<file path="config.mk">
export PLATFORM = sky130hd
export DESIGN_NAME = regfile_wb_ctrl
export DESIGN_NICKNAME = d
export VERILOG_FILES = /design/src/rtl/regfile_wb_pkg.sv /design/src/rtl/regfile_wb_ctrl_onehot_dec.sv /design/src/rtl/regfile_wb_ctrl.sv
export SDC_FILE = /design/constraint.sdc
export NUM_CORES = 1
export LEC_CHECK = 0
export ABC_AREA = 1
export BUFFER_PORTS_ARGS = -buffer_cell sky130_fd_sc_hd__buf_2
export CORE_AREA = 2 2 90 92
export DETAILED_ROUTE_END_ITERATION = 8
export DIE_AREA = 0 0 92 94
export PLACE_DENSITY = 0.61
export REMOVE_ABC_BUFFERS = 1
export SLEW_MARGIN = 20
export SYNTH_ARGS = -nofsm -noshare
export SYNTH_HDL_FRONTEND = slang
export SYNTH_SLANG_ARGS = --single-unit
export TNS_END_PERCENT = 100
</file>
<file path="constraint.sdc">
create_clock -name clk -period 9.19 [get_ports clk]
set_clock_uncertainty 0.1 [all_clocks]
set_input_delay 0.919 -clock clk [delete_from_list [all_inputs] [get_ports clk]]
set_output_delay 0.919 -clock clk [all_outputs]
set_load 0.005 [all_outputs]
</file>
<file path="src/rtl/regfile_wb_pkg.sv">
// regfile_wb_pkg: shared defaults and sizing helpers for the write-back controller.
package regfile_wb_pkg;
  localparam int ADDR_W_DEF = 4;
  localparam int NUM_PORTS_DEF = 2;
  localparam int MAX_REGS = 256;
  function automatic int num_regs(input int aw);
    return 1 << aw;
  endfunction
  function automatic int popcount(input logic [MAX_REGS-1:0] v);
    int c;
    c = 0;
    for (int i = 0; i < MAX_REGS; i++) c = c + int'(v[i]);
    return c;
  endfunction
endpackage

</file>
<file path="src/rtl/regfile_wb_ctrl_onehot_dec.sv">
// onehot_dec: index to one-hot decoder, all-zero when disabled.
module onehot_dec
  import regfile_wb_pkg::*;
#(
  parameter int ADDR_W = ADDR_W_DEF,
  localparam int NUM_REGS = num_regs(ADDR_W)
) (
  input  logic [ADDR_W-1:0]   idx,
  input  logic                en,
  output logic [NUM_REGS-1:0] onehot
);
  assign onehot = en ? NUM_REGS'(1) << idx : '0;
endmodule

</file>
<file path="src/rtl/regfile_wb_ctrl.sv">
// regfile_wb_ctrl: prioritised write-back wordline decode plus WAW busy scoreboard.
module regfile_wb_ctrl
  import regfile_wb_pkg::*;
#(
  parameter int ADDR_W = ADDR_W_DEF,
  parameter int NUM_PORTS = NUM_PORTS_DEF,
  parameter int ZERO_RO = 1,
  localparam int NUM_REGS = num_regs(ADDR_W)
) (
  input  logic                          clk,
  input  logic                          rst,
  input  logic                          iss_valid,
  input  logic [ADDR_W-1:0]             iss_rd,
  output logic                          iss_ready,
  input  logic [NUM_PORTS-1:0]          wb_en,
  input  logic [NUM_PORTS*ADDR_W-1:0]   wb_rd,
  input  logic                          flush,
  output logic [NUM_PORTS*NUM_REGS-1:0] wordline,
  output logic [NUM_REGS-1:0]           busy,
  output logic [ADDR_W:0]               pending,
  output logic                          wb_conflict
);
  logic [ADDR_W-1:0] rd [NUM_PORTS];
  logic [NUM_PORTS-1:0] valid, drop;
  logic [NUM_PORTS*NUM_REGS-1:0] dec;
  logic [NUM_REGS-1:0] clr, set, busy_n;
  logic zero_iss;

  genvar g;
  generate
    for (g = 0; g < NUM_PORTS; g++) begin : g_port
      assign rd[g] = wb_rd[g*ADDR_W +: ADDR_W];
      onehot_dec #(.ADDR_W(ADDR_W)) u_dec (
        .idx(rd[g]),
        .en(valid[g] && !drop[g]),
        .onehot(dec[g*NUM_REGS +: NUM_REGS])
      );
    end
  endgenerate

  // A port loses to any lower-indexed valid port aimed at the same register.
  always_comb begin
    valid = '0;
    drop = '0;
    clr = '0;
    for (int p = 0; p < NUM_PORTS; p++)
      valid[p] = wb_en[p] && !flush && !(ZERO_RO != 0 && rd[p] == '0);
    for (int p = 0; p < NUM_PORTS; p++)
      for (int q = 0; q < NUM_PORTS; q++)
        if (q < p && valid[p] && valid[q] && rd[q] == rd[p]) drop[p] = 1'b1;
    for (int p = 0; p < NUM_PORTS; p++) clr = clr | dec[p*NUM_REGS +: NUM_REGS];
  end

  assign zero_iss = ZERO_RO != 0 && iss_rd == '0;
  assign iss_ready = !flush && (!busy[iss_rd] || zero_iss);
  assign set = (iss_valid && iss_ready && !zero_iss) ? NUM_REGS'(1) << iss_rd : '0;
  assign busy_n = flush ? '0 : (busy & ~clr) | set;

  always_ff @(posedge clk or posedge rst) begin
    if (rst) begin
      wordline <= '0;
      busy <= '0;
      pending <= '0;
      wb_conflict <= 1'b0;
    end else begin
      wordline <= dec;
      busy <= busy_n;
      pending <= (ADDR_W+1)'(popcount(MAX_REGS'(busy_n)));
      wb_conflict <= |drop;
    end
  end
endmodule

</file>
* After elaboration in Yosys (flattened, before gate mapping) *
Cells that the tools add are included.

word-level totals
  bits in latches = 0
  memories = 0
  output and inout bits = 55
  bits in writable memories = 0
  ROM bits = 0
  register bits after elaboration = 54

operators by class
  bitwise operators = 4
  muxes and demuxes = 7
  eq/ne operators = 1
  div/mod/pow operators = 0
  multipliers = 0
  shift-type cells = 3
  reductions and logical operators = 20
  add/sub/neg operators = 15
  $lt $le $gt $ge = 1

operators with widths
  cell                  number
  $mux 16               4
  $add 5x1->5           11
  $shl 1x4->16 const A  3
  $or 16x16->16         2
  $and 16x16->16        1
  $not 16->16           1
  $logic_not 4->1       3
  $logic_and 1x1->1     10
  $logic_not 1->1       6
  $add 4x1->5           1
  $lt 4x5->1 const B    1
  $add 3x1->4           1
  $bmux 1 s4            1
  $eq 4x4->1            1
  $add 2x1->3           1
  $add 1x1->2           1
  $mux 1                2
  $logic_or 1x1->1      1

* Longest topological paths before layout *
Gate-level depths: netlist of run 1.

  depth after elaboration = 29
  mapped depth = 23
  gate-level depth less buffers = 22

* By module *
A second synthesis of run 1 with hierarchy kept.

unflattened totals
  cell total of the unflattened synthesis = 307
  area total of the unflattened synthesis = 2827.7 um2

by module, submodules not included
  module           seq. area each (um2)  area an instance (um2)  cells an instance  times used
  regfile_wb_ctrl  1351.3                2575.0                  245                1
  onehot_dec       0.0                   126.4                   31                 2

* Worst setup path after synthesis of run 1 *
No wires, ideal clock.

  path kind = input -> register
  from = input iss_rd[0]
  to = register pending[2]
  stages = 19
  setup time = 0.123 ns
  data required time = 8.967 ns
  arrival = 4.656 ns
  slack = 4.311 ns
  cell sequence = buf_6 > nor2_2 > a21oi_1 > nand2_1 > nor2_1 > nor2_2 > buf_6 > nand4_1 > nand2_1 > nand2_1 > fa_1 > fa_1 > fa_1 > fa_1 > inv_1 > ha_1 > inv_1 > fa_1 > xnor2_1

on the way
  word-level cells in the longest chain between the ends = 25
  elaborated cells on any way between the ends = 28
  those cells by class = add/sub: 15; shift: 1; mux: 4; bitwise: 1; reduce/logical: 7

ends and longest elaborated chain
  what                             line                   RTL
  start: declaration               regfile_wb_ctrl.sv:13  input logic [ADDR_W-1:0] iss_rd,
  $bmux 1 s4                       regfile_wb_ctrl.sv:55  assign iss_ready = !flush && (!busy[iss_rd] || zero_iss);
  $mux 1 (implied by the code)     regfile_wb_ctrl.sv:55
  $logic_not 1->1                  regfile_wb_ctrl.sv:55
  $logic_or 1x1->1                 regfile_wb_ctrl.sv:55
  $logic_and 1x1->1                regfile_wb_ctrl.sv:55
  $logic_and 1x1->1 (2 in series)  regfile_wb_ctrl.sv:56  assign set = (iss_valid && iss_ready && !zero_iss) ? NUM_REGS'(1) << iss_rd : '0;
  $mux 16 *                        regfile_wb_ctrl.sv:56
  $or 16x16->16 *                  regfile_wb_ctrl.sv:57  assign busy_n = flush ? '0 : (busy & ~clr) | set;
  $mux 16 *                        regfile_wb_ctrl.sv:57
  $add 1x1->2                      regfile_wb_pkg.sv:12   for (int i = 0; i < MAX_REGS; i++) c = c + int'(v[i]);
  $add 2x1->3                      regfile_wb_pkg.sv:12
  $add 3x1->4                      regfile_wb_pkg.sv:12
  $add 4x1->5                      regfile_wb_pkg.sv:12
  $add 5x1->5 (10 in series)       regfile_wb_pkg.sv:12
  $add 5x1->5 *                    regfile_wb_pkg.sv:12
  end signal: assignment           regfile_wb_ctrl.sv:68  pending <= (ADDR_W+1)'(popcount(MAX_REGS'(busy_n)));
  end: declaration                 regfile_wb_ctrl.sv:20  output logic [ADDR_W:0] pending,

Mark *: on every way between the ends. The rest lies on a longest branch, timed or not. The select of a mux whose other input is x is not followed.

* Worst setup path after layout of run 1 *
  from = input flush
  to = register pending[4]

on the way
  word-level cells in the longest chain between the ends = 29
  elaborated cells on any way between the ends = 36
  those cells by class = add/sub: 15; mux: 5; bitwise: 4; reduce/logical: 12

ends and longest elaborated chain
  what                             line                                          RTL
  start: declaration               regfile_wb_ctrl.sv:17                         input logic flush,
  $logic_not 1->1                  regfile_wb_ctrl.sv:47, regfile_wb_ctrl.sv:55
  $logic_and 1x1->1 (2 in series)  regfile_wb_ctrl.sv:47                         valid[p] = wb_en[p] && !flush && !(ZERO_RO != 0 && rd[p] == '0);
  $logic_and 1x1->1 (2 in series)  regfile_wb_ctrl.sv:50                         if (q < p && valid[p] && valid[q] && rd[q] == rd[p]) drop[p] = 1'b1;
  $mux 1                           regfile_wb_ctrl.sv:50
  $logic_not 1->1                  regfile_wb_ctrl.sv:35                         .en(valid[g] && !drop[g]),
  $logic_and 1x1->1                regfile_wb_ctrl.sv:35
  $mux 16                          regfile_wb_ctrl_onehot_dec.sv:12              assign onehot = en ? NUM_REGS'(1) << idx : '0;
  $or 16x16->16                    regfile_wb_ctrl.sv:51                         for (int p = 0; p < NUM_PORTS; p++) clr = clr | dec[p*NUM_REGS +: NUM_REGS];
  (+2 left out)                    n/a
  $or 16x16->16                    regfile_wb_ctrl.sv:57
  $mux 16 *                        regfile_wb_ctrl.sv:57
  $add 1x1->2                      regfile_wb_pkg.sv:12
  $add 2x1->3                      regfile_wb_pkg.sv:12
  $add 3x1->4                      regfile_wb_pkg.sv:12
  $add 4x1->5                      regfile_wb_pkg.sv:12
  $add 5x1->5 (10 in series)       regfile_wb_pkg.sv:12
  $add 5x1->5 *                    regfile_wb_pkg.sv:12

Mark *: on every way between the ends. The rest lies on a longest branch, timed or not.

==> results of run 1 <==
## final cells by class
class	count	area share, %
inverter	58	6.23
clock inverter	3	1.25
clock buffer	5	1.96
multi-input combinational	236	38.3
timing repair buffer	72	10.2
tap	102	3.63
sequential	54	38.4
## logic make-up (layout without fill, tap and decap cells)
kind of cell             Yosys count  after routing  synth area share, %
buffers and inverters             70            138                 10.1
other                              1              2                0.125
flip-flops                        54             54                 45.1
AO/OA/AOI/OAI                     30             30                 6.69
AND/OR/NAND/NOR                  183            183                 27.5
adder cells (fa/ha/maj)           15             15                 8.78
XOR/XNOR                           6              6                 1.76
## Yosys cell counts
cell type,count,share of area (%)
nor2_1,66,8.3
nand3_1,15,2.5
nor2_2,2,0.42
buf_2,3,0.50
inv_1,52,6.5
buf_4,3,0.75
clkbuf_2,1,0.17
dfrtp_1,54,45
o21ai_2,3,0.88
ha_1,5,2.1
clkbuf_1,2,0.25
conb_1,1,0.13
o21ai_0,8,1.3
a31oi_4,1,0.71
inv_2,5,0.63
nor3_4,1,0.54
buf_6,3,1.1
nand3_2,1,0.33
xnor2_1,1,0.29
and2_1,1,0.21
a21oi_1,14,2.3
nand2_1,62,7.8
nor3_1,7,1.2
fa_1,10,6.7
clkinv_1,1,0.13
nor4_1,2,0.42
a21oi_2,3,0.88
xor2_1,5,1.5
a21oi_4,1,0.54
nand4_1,22,4.6
nand3_4,1,0.59
nand2_2,3,0.63
## critical path, stage by stage
cell     delay (ns)
buf_2          0.37
inv_1          0.26
nand2_1        0.21
a21oi_4        0.07
nand3_4        0.12
nand2_2        0.19
o21ai_0        0.32
nand2_1        0.12
nand2_1        0.10
fa_1           0.44
fa_1           0.49
fa_1           0.54
fa_1           0.41
inv_1          0.07
ha_1           0.16
inv_1          0.05
fa_1           0.39
o21ai_0        0.19
## state kept, by name, summed over array words and instances (netlist names)
register / flops
wordline: 32
busy: 16
pending: 5
wb_conflict: 1
## metal layers
metal	GRT usage, %	vias up	wire length, um
li1	-	1260	-
met4	4.85	0	114
met2	31.0	111	3660
met5	0	-	0
met3	3.45	10	637
met1	27.0	1191	3440
## how the worst min path moves through the flow
| stage | start | endpoint | slack (ns) | cells after the start |
|---|---|---|---|---|
| floorplan | busy[0]$_DFF_PP0_ | busy[0]$_DFF_PP0_ | 0.40 | 2 |
| global placement | busy[0]$_DFF_PP0_ | busy[0]$_DFF_PP0_ | 0.46 | 2 |
| detailed placement | busy[0]$_DFF_PP0_ | busy[0]$_DFF_PP0_ | 0.45 | 2 |
| CTS | busy[0]$_DFF_PP0_ | busy[0]$_DFF_PP0_ | 0.48 | 2 |
| global route | busy[0]$_DFF_PP0_ | busy[0]$_DFF_PP0_ | 0.52 | 2 |
| finish | busy[0]$_DFF_PP0_ | busy[0]$_DFF_PP0_ | 0.48 | 2 |
## power by group
part | leakage [nW] | switching (mW) | internal (mW)
clock network | 0.0585 | 0.0785 | 0.0817
registers | 0.747 | 0.00108 | 0.241
logic | 1.14 | 0.0374 | 0.0140
## through the flow
stage	std cells	util [%]	hold slack [ns]	total power [mW]	worst slack [ns]
5_1_grt	530	46.2	0.524	0.476	3.45
4_1_cts	530	46.2	0.477	0.459	3.88
6_report	530	46.2	0.476	0.453	3.89
2_1_floorplan	348	-	0.397	0.276	4.26
3_3_place_gp	522	44.7	0.461	0.297	3.67
3_5_place_dp	522	44.7	0.448	0.297	3.59
==> results.json, run 1 <==
{
  "outcome": "complete, no violations",
  "die_h_um": 94,
  "ys_types": 32,
  "diodes": 0,
  "yosysWarnings": 0,
  "reg2reg_from": "busy[2]$_DFF_PP0_",
  "drcViolationCount": 0,
  "cp_max_fo": 19,
  "cts_setup_buffers": 0,
  "antenna_found_initial": 0,
  "synth_cells": 359,
  "synth_area_per_cell_sq_um": 8.34,
  "grt_setup_unrepaired": "false",
  "die_area_sq_um": 8650,
  "antenna_left": 0,
  "regArea_sq_um": 1350,
  "cts.reportedPaths.clkPinSlew_ns": 0.09,
  "power.density_nw_per_um2": 129,
  "via_per_inst": 4.85,
  "die_w_um": 92,
  "drtIter0Drc": 119,
  "finalSetupViolations": 0,
  "clock_sinks": 54,
  "finalInstanceArea_sq_um": 3520,
  "cts_tree": "built",
  "rows": 32,
  "portBuffers": 72,
  "ys_seq_elements": 54,
  "crit_type": "in2reg",
  "clk_latency_ns": 0.31,
  "totalWireLength_um": 7850,
  "cp-start-kind": "input port",
  "hold_buffers": 0,
  "hold_viol": 0,
  "grt_pass1_vias": 2538,
  "fin_nets": 460,
  "pin_count": 73,
  "drive_above_1_share_pct": 23.8,
  "hpwlAfterDp_um": 6290,
  "grt_max_degree": 55,
  "leakage_nw": 1.94,
  "cts_buffer_depth": 2,
  "grt_pass1_wl_um": 12900,
  "fin_crit_sh_pct": 57.7,
  "critPathRequiredTime_ns": 9.32,
  "cts_resized": 0,
  "setup.worst_path.start": "flush",
  "final_cell_mix": "buf_2, nor2_1, nand2_1, dfrtp_1, inv_1",
  "maxCapViolations": 0,
  "grt_use_total_pct": 19.2,
  "peakVddDrop_uv": 76.8,
  "cts_buffers": 5,
  "layout_commonest_cell": "buf_2",
  "maxSlewHeadroom_pct": 41.8,
  "firstDrtPassIters": 4,
  "dr_total_vias": 2572,
  "multi_input_area_sq_um": 1350,
  "wl_per_cell_um": 14.8,
  "syn_to_final_growth_pct": 17.4,
  "r2r_cells": 21,
  "worst_pin_slew_ns": 0.871,
  "ys_seq_area_share_pct": 45.1,
  "reg2reg_slack_ns": 4.47,
  "place_congestion": 0.929,
  "place_area_sq_um": 3400,
  "crit_arrival_ns": 5.43,
  "overflow": 0,
  "fin_crit_ns": 5.30,
  "fmax_ghz": 0.189,
  "tns_ns": 0,
  "r2r-end": "pending[4]$_DFF_PP0_",
  "endpoint_kind": "flip-flop",
  "coreArea_sq_um": 7610,
  "initial_core_util_pct": 39.4,
  "hold_path_class": "reg2reg",
  "cts_root_buffer": "clkbuf_8",
  "nFillCells": 788,
  "cp-endpoint": "pending[4]$_DFF_PP0_",
  "syn_area_sq_um": 2990,
  "drv_slew": 0,
  "h-tree-depth": 2
}
Note: power is estimated with default switching activity, not from simulation.
==> inputs of run 2 (changes only) <==
- clock period: 9.19 -> 5.1 ns (I/O delays scaled with it)
==> run 2 against run 1 <==
Sequential share of layout area is 0.29 points lower. Core utilization rose by 0.35 points. Wire length decreased by 2.2%. Via count up 1.2%. Clock-buffer cell count unchanged. Worst hold slack got worse by 0.23 ns. Final area is 0.75% higher.
==> results.json, run 2 (synthesized netlist as in run 1, its figures left out) <==
{
  "overflow": 0,
  "drcViolationCount": 0,
  "clock_sinks": 54,
  "dr_total_vias": 2604,
  "grt_use_total_pct": 19.1,
  "hold_buffers": 0,
  "rows": 32,
  "cts.reportedPaths.clkPinSlew_ns": 0.10,
  "via_per_inst": 4.89,
  "crit_arrival_ns": 4.83,
  "diodes": 0,
  "hpwlAfterDp_um": 6240,
  "cp_max_fo": 15,
  "grt_max_degree": 55,
  "die_w_um": 92,
  "grt_setup_unrepaired": "false",
  "gr-usage-met2_pct": 30.3,
  "largest_register": "wordline",
  "portBuffers": 72,
  "worst_pin_slew_ns": 0.889,
  "instances_no_fill": 533,
  "fin_crit_ns": 4.71,
  "layout_commonest_cell": "buf_2",
  "top_usage_layer": "met2",
  "hold_path_class": "in2async",
  "nFillCells": 788,
  "endpoint_kind": "flip-flop",
  "drv_slew": 0,
  "h-tree-depth": 2,
  "grtUsageMet3_pct": 3.45,
  "syn_to_final_growth_pct": 18.3,
  "finalSetupViolations": 0,
  "maxSlewHeadroom_pct": 40.7,
  "clk_latency_ns": 0.31,
  "fmax_ghz": 0.212,
  "grt_use_met1_pct": 27.4,
  "crit_type": "in2reg",
  "cts_tree": "built",
  "place_congestion": 0.920,
  "cts_buffers": 5,
  "drtIter0Drc": 145,
  "fin_nets": 463,
  "pin_count": 73,
  "grt_pass1_vias": 2532,
  "die_area_sq_um": 8650,
  "totalWireLength_um": 7690,
  "leakage_nw": 1.96,
  "final_cell_mix": "buf_2, nor2_1, nand2_1, dfrtp_1, inv_1",
  "antenna_left": 0,
  "grt_pass1_wl_um": 12700,
  "fin_crit_sh_pct": 92.4,
  "initial_core_util_pct": 39.4,
  "coreArea_sq_um": 7610,
  "drive_above_1_share_pct": 24.4,
  "top_regs": "wordline (32), busy (16), pending (5)",
  "die_h_um": 94,
  "cts_root_buffer": "clkbuf_8",
  "cts_setup_buffers": 0,
  "peakVddDrop_uv": 96.7,
  "cp-start-kind": "input port",
  "wl_per_cell_um": 14.4,
  "placed_cells": 525,
  "antenna_found_initial": 0,
  "critical-path-max-stage-delay_ns": 0.54,
  "power.density_nw_per_um2": 232,
  "cts_resized": 0,
  "cts_buffer_depth": 2,
  "path_cells": "buf_2 -> clkinv_1 -> a31oi_4 -> nand4_1 -> nand2_1 -> nand2_1 -> fa_1 -> inv_1 -> fa_1 -> inv_1 -> fa_1 -> fa_1 -> inv_1 -> ha_1 -> inv_1 -> fa_1 -> o21ai_0",
  "tns_ns": 0,
  "firstDrtPassIters": 4,
  "critPathRequiredTime_ns": 5.22,
  "largest_reg_flops": 32,
  "outcome": "complete, no violations",
  "maxCapViolations": 0,
  "slowest_stage": "fa_1",
  "crit_path_frequent_cell": "fa_1",
  "hold_viol": 0
}
## run 2: worst paths after layout
| path | start | to | slack [ns] | depth (start not counted) |
|---|---|---|---|---|
| setup / recovery | iss_rd[3] | pending[4]$_DFF_PP0_ | 0.39 | 17 |
| max in group asynchronous | rst | busy[13]$_DFF_PP0_ | 4.12 | 2 |
| hold reg to reg | busy[0]$_DFF_PP0_ | busy[0]$_DFF_PP0_ | 0.43 | 2 |
| setup reg to reg | busy[2]$_DFF_PP0_ | pending[4]$_DFF_PP0_ | 0.56 | 21 |
| min in group clk | wb_en[1] | wb_conflict$_DFF_PP0_ | 0.41 | 3 |
| hold / removal | rst | wordline[16]$_DFF_PP0_ | 0.25 | 2 |
## run 2: per-layer routing
| metal | up-vias | share of wire [%] | wire length (um) |
|---|---|---|---|
| li1 | 1270 | - | - |
| met1 | 1229 | 47 | 3590 |
| met2 | 97 | 46 | 3540 |
| met3 | 8 | 6.2 | 476 |
| met4 | 0 | 0.98 | 75 |
| met5 | - | 0 | 0 |
## run 2: metrics by stage
step	hold slack, ns	power (mW)	instance area [sq um]	utilization [%]	worst slack, ns
floorplan	0.397	0.497	2910	-	0.578
global placement	0.411	0.538	3420	45.0	0.0908
detailed placement	0.412	0.538	3420	45.0	0.101
CTS	0.404	0.828	3540	46.5	0.391
global route	0.330	0.862	3540	46.6	0.0241
finish	0.251	0.821	3540	46.6	0.386
## run 2: power by group
group / leakage (nW) / total [mW] / switching [mW] / internal, mW
combinational: 1.15 / 0.0945 / 0.0676 / 0.0269
clock: 0.0587 / 0.291 / 0.142 / 0.149
sequential: 0.747 / 0.435 / 0.00194 / 0.433
total: 1.96 / 0.821 / 0.212 / 0.609
## run 2: final cells by class
class | instances | area [sq um] | share of cell area, %
clock buffer | 5 | 68.8 | 1.94
clock inverter | 3 | 47.5 | 1.34
inverter | 58 | 219 | 6.18
multi-input combinational | 236 | 1350 | 38.0
sequential | 54 | 1350 | 38.1
tap | 102 | 128 | 3.60
timing repair buffer | 75 | 383 | 10.8
## run 2: worst max-delay path: cells and delay by family
kind            cells  cell delay (ns)
buf+inv             6             0.75
compound gates      2             0.71
simple gates        3             0.40
fa+ha+maj           6             2.45
==> inputs of run 3 (changes only) <==
- CTS_BUF_LIST: unset -> sky130_fd_sc_hd__clkbuf_16
- clock period: 5.1 -> 5.15 ns (I/O delays scaled with it)
==> run 3 against run 2 <==
Register-to-register slack improved by 0.03 ns. Flip-flop and latch count did not move. Final cell count did not move. Wire length rose by 1.6%. Global-route usage rose by 0.13 points. Via count rose by 1.0%. First-iteration DRC count fell by 1.4%. Critical path type unchanged. Critical endpoint unchanged. Largest cell class unchanged. Highest routed layer unchanged.
==> results.json, run 3 (synthesized netlist as in run 1, its figures left out) <==
{
  "outcome": "complete, no violations",
  "critPathRequiredTime_ns": 5.25,
  "grt_max_degree": 55,
  "cts_resized": 0,
  "power_mw": 0.911,
  "slowest_stage": "fa_1",
  "die_h_um": 94,
  "totalWireLength_um": 7810,
  "drtIter0Drc": 143,
  "coreArea_sq_um": 7610,
  "h-tree-depth": 2,
  "cp_top_family": "adder cells",
  "rows": 32,
  "firstDrtPassIters": 4,
  "place_congestion": 0.920,
  "dr_total_vias": 2630,
  "initial_core_util_pct": 39.4,
  "clock_sinks": 54,
  "antenna_found_initial": 0,
  "cp_max_fo": 14,
  "cts_root_buffer": "clkbuf_16",
  "fin_crit_sh_pct": 92.1,
  "hpwlAfterDp_um": 6260,
  "path_cells": "buf_2 -> inv_2 -> nand2_1 -> nor2_1 -> nor3_4 -> nand2_2 -> o21ai_0 -> nand2_1 -> nand2_1 -> fa_1 -> fa_1 -> fa_1 -> fa_1 -> inv_1 -> ha_1 -> inv_1 -> fa_1 -> o21ai_0",
  "largest_reg_flops": 32,
  "hold_viol": 0,
  "fmax_ghz": 0.211,
  "antenna_left": 0,
  "path_buf_inv": 4,
  "cts_tree": "built",
  "fin_nets": 463,
  "drive_above_1_share_pct": 24.4,
  "cp-start-kind": "input port",
  "drv_slew": 0,
  "top_regs": "wordline (32), busy (16), pending (5)",
  "drcViolationCount": 0,
  "finalSetupViolations": 0,
  "final_cell_mix": "buf_2, nor2_1, nand2_1, dfrtp_1, inv_1",
  "crit_type": "in2reg",
  "portBuffers": 72,
  "worst_pin_slew_ns": 0.877,
  "tns_ns": 0,
  "cts.reportedPaths.clkPinSlew_ns": 0.07,
  "diodes": 0,
  "crit_arrival_ns": 4.84,
  "die_area_sq_um": 8650,
  "maxCapViolations": 0,
  "die_w_um": 92,
  "clk_latency_ns": 0.29,
  "cts_buffer_depth": 2,
  "grt_pass1_vias": 2596,
  "overflow": 0,
  "syn_to_final_growth_pct": 20.2,
  "critical-path-max-stage-delay_ns": 0.53,
  "hold_path_class": "in2async",
  "endpoint_kind": "flip-flop",
  "layout_commonest_cell": "buf_2",
  "power.density_nw_per_um2": 253,
  "cts_buffers": 5,
  "hold_buffers": 0,
  "via_per_inst": 4.93,
  "largest_register": "wordline",
  "nFillCells": 796,
  "peakVddDrop_uv": 149,
  "crit_path_frequent_cell": "fa_1",
  "grt_pass1_wl_um": 12800,
  "cts_setup_buffers": 0,
  "leakage_nw": 1.98,
  "grt_setup_unrepaired": "false",
  "wl_per_cell_um": 14.7,
  "grt_use_total_pct": 19.2,
  "fin_crit_ns": 4.74,
  "pin_count": 73,
  "maxSlewHeadroom_pct": 41.5
}
[run 3: per-stage QoR]
| step | cells | utilization [%] | cell area, sq um | setup slack (ns) | hold WS [ns] |
|---|---|---|---|---|---|
| floorplan | 348 | - | 2910 | 0.623 | 0.397 |
| global placement | 525 | 45.0 | 3420 | 0.135 | 0.411 |
| detailed placement | 525 | 45.0 | 3420 | 0.141 | 0.411 |
| CTS | 533 | 47.3 | 3600 | 0.395 | 0.430 |
| global route | 533 | 47.3 | 3600 | 0.0481 | 0.374 |
| finish | 533 | 47.3 | 3600 | 0.406 | 0.279 |
[run 3: final timing paths]
check / start / end / slack (ns) / depth (start not counted)
max in group asynchronous: rst / wordline[21]$_DFF_PP0_ / 4.16 / 2
setup / recovery: wb_rd[6] / pending[4]$_DFF_PP0_ / 0.41 / 18
min in group clk: busy[0]$_DFF_PP0_ / busy[0]$_DFF_PP0_ / 0.42 / 2
hold / removal: rst / wordline[16]$_DFF_PP0_ / 0.28 / 2
hold reg to reg: busy[0]$_DFF_PP0_ / busy[0]$_DFF_PP0_ / 0.42 / 2
setup reg to reg: busy[2]$_DFF_PP0_ / pending[4]$_DFF_PP0_ / 0.59 / 21
[run 3: report_power, final]
part           leakage [nW]  switching [mW]  internal (mW)  total (mW)
sequential            0.747         0.00186          0.429       0.431
combinational          1.15          0.0673         0.0267      0.0940
clock                0.0844           0.154          0.232       0.386
[run 3: layer usage]
metal,GRT usage [%],vias up,part of all wire [%]
li1,-,1276,-
met1,27.1,1228,45
met2,30.9,112,46
met3,3.21,14,6.5
met4,5.22,0,2.0
met5,0,-,0
[run 3: worst register-to-register path, stage by stage, from the launching register on]
cell and delay [ns]:
dfrtp_1 0.42, nand2_1 0.10, nand2_1 0.06, nand2_1 0.05, nand2_1 0.05, nand2_1 0.05
nor2_1 0.05, nor2_2 0.29, nand4_1 0.18, nand2_1 0.13, nand2_1 0.09, fa_1 0.54
inv_1 0.05, fa_1 0.47, inv_1 0.05, fa_1 0.49, fa_1 0.40, inv_1 0.06
ha_1 0.17, inv_1 0.06, fa_1 0.39, o21ai_0 0.23
[run 3: final cells by class]
type,instances,area (sq um),share of cell area [%]
Sequential cell,54,1350,37.6
Clock buffer,5,125,3.48
Clock inverter,3,47.5,1.32
Multi-Input combinational cell,236,1350,37.4
Timing Repair Buffer,75,383,10.6
Tap cell,102,128,3.55
Inverter,58,219,6.08
